$ cat config.mk
export PLATFORM = sky130hd
export DESIGN_NAME = hazard_scheduler
export DESIGN_NICKNAME = d
export VERILOG_FILES = /design/src/rtl/hazard_pkg.sv /design/src/rtl/hazard_scheduler_md_sequencer.sv /design/src/rtl/hazard_scheduler.sv
export SDC_FILE = /design/constraint.sdc
export NUM_CORES = 1
export LEC_CHECK = 0
export CELL_PAD_IN_SITES_DETAIL_PLACEMENT = 2
export CELL_PAD_IN_SITES_GLOBAL_PLACEMENT = 2
export CORE_ASPECT_RATIO = 1.1
export CORE_UTILIZATION = 37
export DETAILED_ROUTE_END_ITERATION = 6
export PLACE_DENSITY_LB_ADDON = 0.1
export SLEW_MARGIN = 20
export SYNTH_ARGS = -nofsm -noshare
export SYNTH_HDL_FRONTEND = slang
export SYNTH_SLANG_ARGS = --single-unit
$ cat constraint.sdc
create_clock -name clk -period 4.3 [get_ports clk]
set_input_delay 1.075 -clock clk [delete_from_list [all_inputs] [get_ports clk]]
set_output_delay 1.075 -clock clk [all_outputs]
set_load 0.005 [all_outputs]
$ cat src/rtl/hazard_pkg.sv
// Shared types and sizes for the hazard scheduler and its MUL/DIV sequencer.
package hazard_pkg;

  localparam int REG_CNT = 32;
  localparam int REG_AW  = 5;

  typedef enum logic [1:0] {
    IDLE,
    BUSY,
    RESULT
  } md_state_t;

endpackage

$ cat src/rtl/hazard_scheduler_md_sequencer.sv
// MUL/DIV sequencer: start pulse, latency count, write-port grant and
// starvation tracking for a pending result.
module md_sequencer
  import hazard_pkg::*;
#(
  parameter int MD_LAT     = 34,
  parameter int STARVE_LIM = 4
) (
  input  logic clk,
  input  logic rstn,
  input  logic i_accept,
  input  logic i_pipe_wb_valid,
  output logic o_md_start,
  output logic o_md_busy,
  output logic o_md_wb_grant,
  output logic o_starve
);

  localparam int             WW       = (STARVE_LIM < 1) ? 1 : $clog2(STARVE_LIM + 1);
  localparam logic [WW-1:0]  LIM      = WW'(STARVE_LIM);
  localparam logic [7:0]     LAT_LOAD = 8'(MD_LAT - 1);

  md_state_t      r_state;
  logic [7:0]     r_lat_cnt;
  logic [WW-1:0]  r_wait_cnt;

  // Sequencer FSM: latency countdown, then hold the result until the write port is won.
  // BUSY is left as the count steps to zero, so the result is valid MD_LAT cycles after md_start.
  always_ff @(posedge clk or negedge rstn) begin
    if (!rstn) begin
      r_state    <= IDLE;
      r_lat_cnt  <= '0;
      r_wait_cnt <= '0;
    end else begin
      unique case (r_state)
        IDLE: begin
          if (i_accept) begin
            r_state   <= BUSY;
            r_lat_cnt <= LAT_LOAD;
          end
        end
        BUSY: begin
          r_lat_cnt <= r_lat_cnt - 8'd1;
          if (r_lat_cnt == 8'd1) begin
            r_state    <= RESULT;
            r_wait_cnt <= '0;
          end
        end
        RESULT: begin
          if (!i_pipe_wb_valid) begin
            r_state <= IDLE;
          end else if (r_wait_cnt < LIM) begin
            r_wait_cnt <= r_wait_cnt + WW'(1);
          end
        end
        default: r_state <= IDLE;
      endcase
    end
  end

  assign o_md_start    = i_accept;
  assign o_md_busy     = (r_state != IDLE);
  assign o_md_wb_grant = (r_state == RESULT) && !i_pipe_wb_valid;
  assign o_starve      = (r_state == RESULT) && (r_wait_cnt >= LIM);

endmodule

$ cat src/rtl/hazard_scheduler.sv
// Central hazard controller: stall/flush generation, MUL/DIV scoreboard and
// register-file write-port arbitration. Optional perf counters: HAZARD_PERF_EN.
module hazard_scheduler
  import hazard_pkg::*;
#(
  parameter int MD_LAT     = 34,
  parameter int STARVE_LIM = 4
) (
  input  logic              clk,
  input  logic              rstn,
  input  logic [REG_AW-1:0] rs1_id,
  input  logic [REG_AW-1:0] rs2_id,
  input  logic [REG_AW-1:0] rd_id,
  input  logic              md_op_id,
  input  logic [REG_AW-1:0] rd_ex,
  input  logic              load_ex,
  input  logic              mispredict_ex,
  input  logic              pipe_wb_valid,
  output logic              stall,
  output logic              flush,
  output logic              md_start,
  output logic              md_busy,
  output logic              md_wb_grant,
  output logic [REG_AW-1:0] md_rd
`ifdef HAZARD_PERF_EN
  ,
  output logic [31:0]       perf_stall_cnt,
  output logic [31:0]       perf_flush_cnt,
  output logic [31:0]       perf_md_cnt
`endif
);

  logic [REG_CNT-1:0] r_pending;
  logic [REG_AW-1:0]  r_md_rd;

  logic w_load_use;
  logic w_sb_hit;
  logic w_struct;
  logic w_starve;
  logic w_accept;

  assign w_load_use = load_ex && (rd_ex != '0) && ((rd_ex == rs1_id) || (rd_ex == rs2_id));
  assign w_sb_hit   = (r_pending[rs1_id] && (rs1_id != '0)) ||
                      (r_pending[rs2_id] && (rs2_id != '0)) ||
                      (r_pending[rd_id]  && (rd_id  != '0));
  assign w_struct   = md_op_id && md_busy;

  assign flush    = mispredict_ex;
  assign stall    = !mispredict_ex && (w_load_use || w_sb_hit || w_struct || w_starve);
  assign w_accept = md_op_id && !stall && !flush && (rd_id != '0);

  md_sequencer #(
    .MD_LAT     (MD_LAT),
    .STARVE_LIM (STARVE_LIM)
  ) u_md_seq (
    .clk             (clk),
    .rstn            (rstn),
    .i_accept        (w_accept),
    .i_pipe_wb_valid (pipe_wb_valid),
    .o_md_start      (md_start),
    .o_md_busy       (md_busy),
    .o_md_wb_grant   (md_wb_grant),
    .o_starve        (w_starve)
  );

  // Scoreboard: mark the MUL/DIV destination on accept, clear it when the result is written.
  always_ff @(posedge clk or negedge rstn) begin
    if (!rstn) begin
      r_pending <= '0;
      r_md_rd   <= '0;
    end else begin
      if (md_wb_grant) r_pending[r_md_rd] <= 1'b0;
      if (w_accept) begin
        r_pending[rd_id] <= 1'b1;
        r_md_rd          <= rd_id;
      end
    end
  end

  assign md_rd = r_md_rd;

`ifdef HAZARD_PERF_EN
  logic [31:0] r_perf_stall;
  logic [31:0] r_perf_flush;
  logic [31:0] r_perf_md;

  // Event counters for stall cycles, flush cycles and MUL/DIV starts; wrap naturally.
  always_ff @(posedge clk or negedge rstn) begin
    if (!rstn) begin
      r_perf_stall <= '0;
      r_perf_flush <= '0;
      r_perf_md    <= '0;
    end else begin
      if (stall)    r_perf_stall <= r_perf_stall + 32'd1;
      if (flush)    r_perf_flush <= r_perf_flush + 32'd1;
      if (w_accept) r_perf_md    <= r_perf_md + 32'd1;
    end
  end

  assign perf_stall_cnt = r_perf_stall;
  assign perf_flush_cnt = r_perf_flush;
  assign perf_md_cnt    = r_perf_md;
`endif

endmodule

==> flow_summary.yaml <==
timing:
  final-max-slew-violation-count: 0
  period_needed_ns: 4.19
  finalHoldViolCount: 0
  slew_headroom_pct: 54.2
  fin_crit_sh_pct: 97.4
  finClkSkew_ns: 0.00856
  setup_slack_ns: 0.110
  rsz0062_at_grt: "no"
  setup_viol: 0
  tightest_slew_ns: 0.687
  fmax_ghz: 0.239
drt:
  drcViolationCount: 0
  firstDrtPassIters: 4
  viasPerCell: 6.11
  drt-total-wl_mm: 13.0
  wire_per_inst_um: 24.1
  dr_total_vias: 3282
  drtAntennaViolNets: 0
  first_iter_violations: 187
pwr:
  power_frac_comb_pct: 39.1
  ir_worst_vdd_uv: 249
  p_int_uw: 1090
  p_seq_share_pct: 43.8
  powerDensity_nw_per_um2: 410
  pwr-share-clk_pct: 17.1
  p_total_uw: 1790
  sw_frac_of_total_pct: 39.5
  switching_power_uw: 709
  leakagePower_uw: 0.00183
placed_design:
  io_buffer_count: 35
  routabilityCongestion: 0.806
  dp_hpwl_mm: 9.65
  place_worst_setup_slack_ns: -0.562
  dp_cells: 525
die:
  ioPinCount: 36
  fp.dieArea_um2: 10000
  core_area_um2: 9350
  dieHeight_um: 105
  start_util_pct: 38.2
  row_count: 37
  dieWidth_um: 95.7
global_route:
  use_met2_pct: 45.4
  gr-usage-met1_pct: 37.1
  grt_overflow: 0
  grt_pass1_vias: 3654
  grt_use_met3_pct: 4.15
  antenna_found_initial: 0
  grt.busiest_layer: "met2"
  grt_max_degree: 45
  grtUsageTotal_pct: 27.9
  grt_pass1_wl_mm: 20.6
synth:
  syn_inst: 361
  synth_area_per_cell_um2: 9.89
  synthDistinctLibCells: 56
  async_flop_share_pct: 100
  synth_top_area_share_pct: 35.1
  syn_nets: 390
  syn_area_um2: 3570
  ys_ff_latch: 50
  synth-edff-count: 0
  synth_top_cell_by_area: "dfrtp_1"
  yosysSeqAreaShare_pct: 35.1
  synth_warnings: 0
  ys.flop_type: "dfrtp_1"
  synthTopCellsByArea: "dfrtp_1 (35%), o31ai_1 (6.1%), o21ai_0 (6.0%), mux4_2 (5.0%), mux2i_1 (4.8%)"
cts:
  holdBufCountCts: 0
  cts-htree-levels: 2
  ctsRootBufferMaster: "clkbuf_8"
  cts_made_buffers: 5
  clock_sinks: 50
  clk_pin_slew_ns: 0.09
  cts_tree: "done"
  clk_latency_ns: 0.32
  clockBufferDepth: 2
critical_path:
  start_kind: "primary input"
  cp-end-kind: "primary output"
  cp_data_required_time_ns: 3.22
  cp-startpoint: "rs2_id[1]"
  reg2reg_depth: 8
  r2r_slack_ns: 1.57
  crit_fanout: 4
  critical_path_class: "primary input to primary output"
  r2r-end: "md_rd[1]"
  regToRegStartpoint: "r_pending[22]"
  crit_arrival_ns: 3.11
hold_path:
  hold-path-endpoint: "u_md_seq.r_lat_cnt[6]"
  hp-start: "u_md_seq.r_lat_cnt[6]"
  hp-class: "register to register"
  whs_path_depth: 1
final_layout:
  drive_gt1_share_pct: 23.6
  diodes: 0
  area_growth_pct: 22.5
  nets: 448
  final_cells: 537
run_status:
  outcome: "complete, no violations"
job:
  maxCapViolations: 0
## repair_timing
item | 4_1_cts | 5_1_grt
pin swaps | 8 | 1
setup endpoints to repair | 2 | 2
cloned | 0 | 0
setup buffers | 4 | 0
resized for setup | 25 | 8
## cell usage in the layout, fill, tap and decap left out, types with 7 or more instances in the layout
cell type	count
inv_1	9
mux2i_1	16
mux2_2	9
xnor2_1	11
buf_4	41
nand2_1	29
nand2b_1	8
nand3b_1	10
o31ai_1	29
clkdlybuf4s50_1	22
nand3_1	7
dfrtp_1	50
mux4_2	8
o21ai_0	43
nor2_1	15
## sequential cells by signal (all words and copies together) (netlist names)
| name | flops |
|---|---|
| r_pending | 32 |
| u_md_seq.r_lat_cnt | 8 |
| u_md_seq.r_state | 2 |
| md_rd | 5 |
| u_md_seq.r_wait_cnt | 3 |
## synth_stat cells, types with 4 or more instances
library cell and instances:
a31o_2 4, buf_2 8, nand3b_1 10, mux4_2 8
nor3_1 6, nor2b_1 7, dfrtp_1 50, o31ai_1 29
inv_1 9, or3_1 4, nor2_1 15, clkbuf_1 13
o21ai_0 43, o22ai_1 5, nand3_1 7, mux4_1 5
nand2b_1 8, nand2_1 29, buf_6 5, xnor2_1 11
mux2_2 9, a21oi_1 6, a31oi_1 4, mux2i_1 17
## worst max-delay path, stage by stage
cell             delay, ns
clkdlybuf4s15_2       0.26
mux4_2                0.53
o2111a_1              0.27
a311oi_2              0.28
buf_4                 0.16
buf_4                 0.11
nand4_4               0.10
inv_1                 0.11
clkdlybuf4s15_2       0.22
## kinds of logic (layout without fill, tap and decap cells)
kind of cell               count (synthesis)  count (layout)  synth area share, %
AOI/OAI and AO/OA                        113             113                 22.1
and+or+nand+nor                          104             104                 16.5
DFF                                       50              50                 35.1
muxes                                     40              40                 16.8
buffers and inverters                     39              98                 5.64
xor gates and xnor gates                  12              12                 2.94
adders and majority gates                  3               3                 1.05
## routing by layer
layer	up-vias	share of wire [%]
li1	1480	-
met1	1688	44
met2	87	49
met3	27	3.8
met4	0	3.0
met5	-	0
## through the flow
stage / util [%] / area [µm²] / TNS [ns] / hold slack (ns)
CTS: 46.6 / 4360 / 0 / 0.542
global placement: 45.0 / 4210 / -0.988 / 0.511
detailed placement: 45.0 / 4210 / -1.12 / 0.522
finish: 46.7 / 4370 / 0 / 0.541
floorplan: - / 3570 / 0 / 0.471
global route: 46.7 / 4370 / 0 / 0.574
## worst max-delay path by stage
stage,to,cells after the start
3_5_place_dp,md_start,11
6_report,md_start,9
4_1_cts,stall,8
5_1_grt,stall,10
3_3_place_gp,md_start,8
2_1_floorplan,md_start,8
## final cells by class
type / count / area (µm²)
timing repair buffer: 81 / 703
clock inverter: 2 / 12.5
fill: 1002 / 4980
clock buffer: 6 / 82.6
multi-input combinational: 272 / 2140
sequential: 50 / 1250
inverter: 9 / 33.8
tap: 117 / 146
## power by group through the flow
stage,Combinational [µW],Sequential (µW),Clock (µW)
after floorplan,498,682,0
after global placement,660,780,0
after detailed placement,696,791,0
after CTS,708,784,315
after global routing,781,810,326
final,701,786,306
Note: power is estimated with default switching activity, not from simulation.
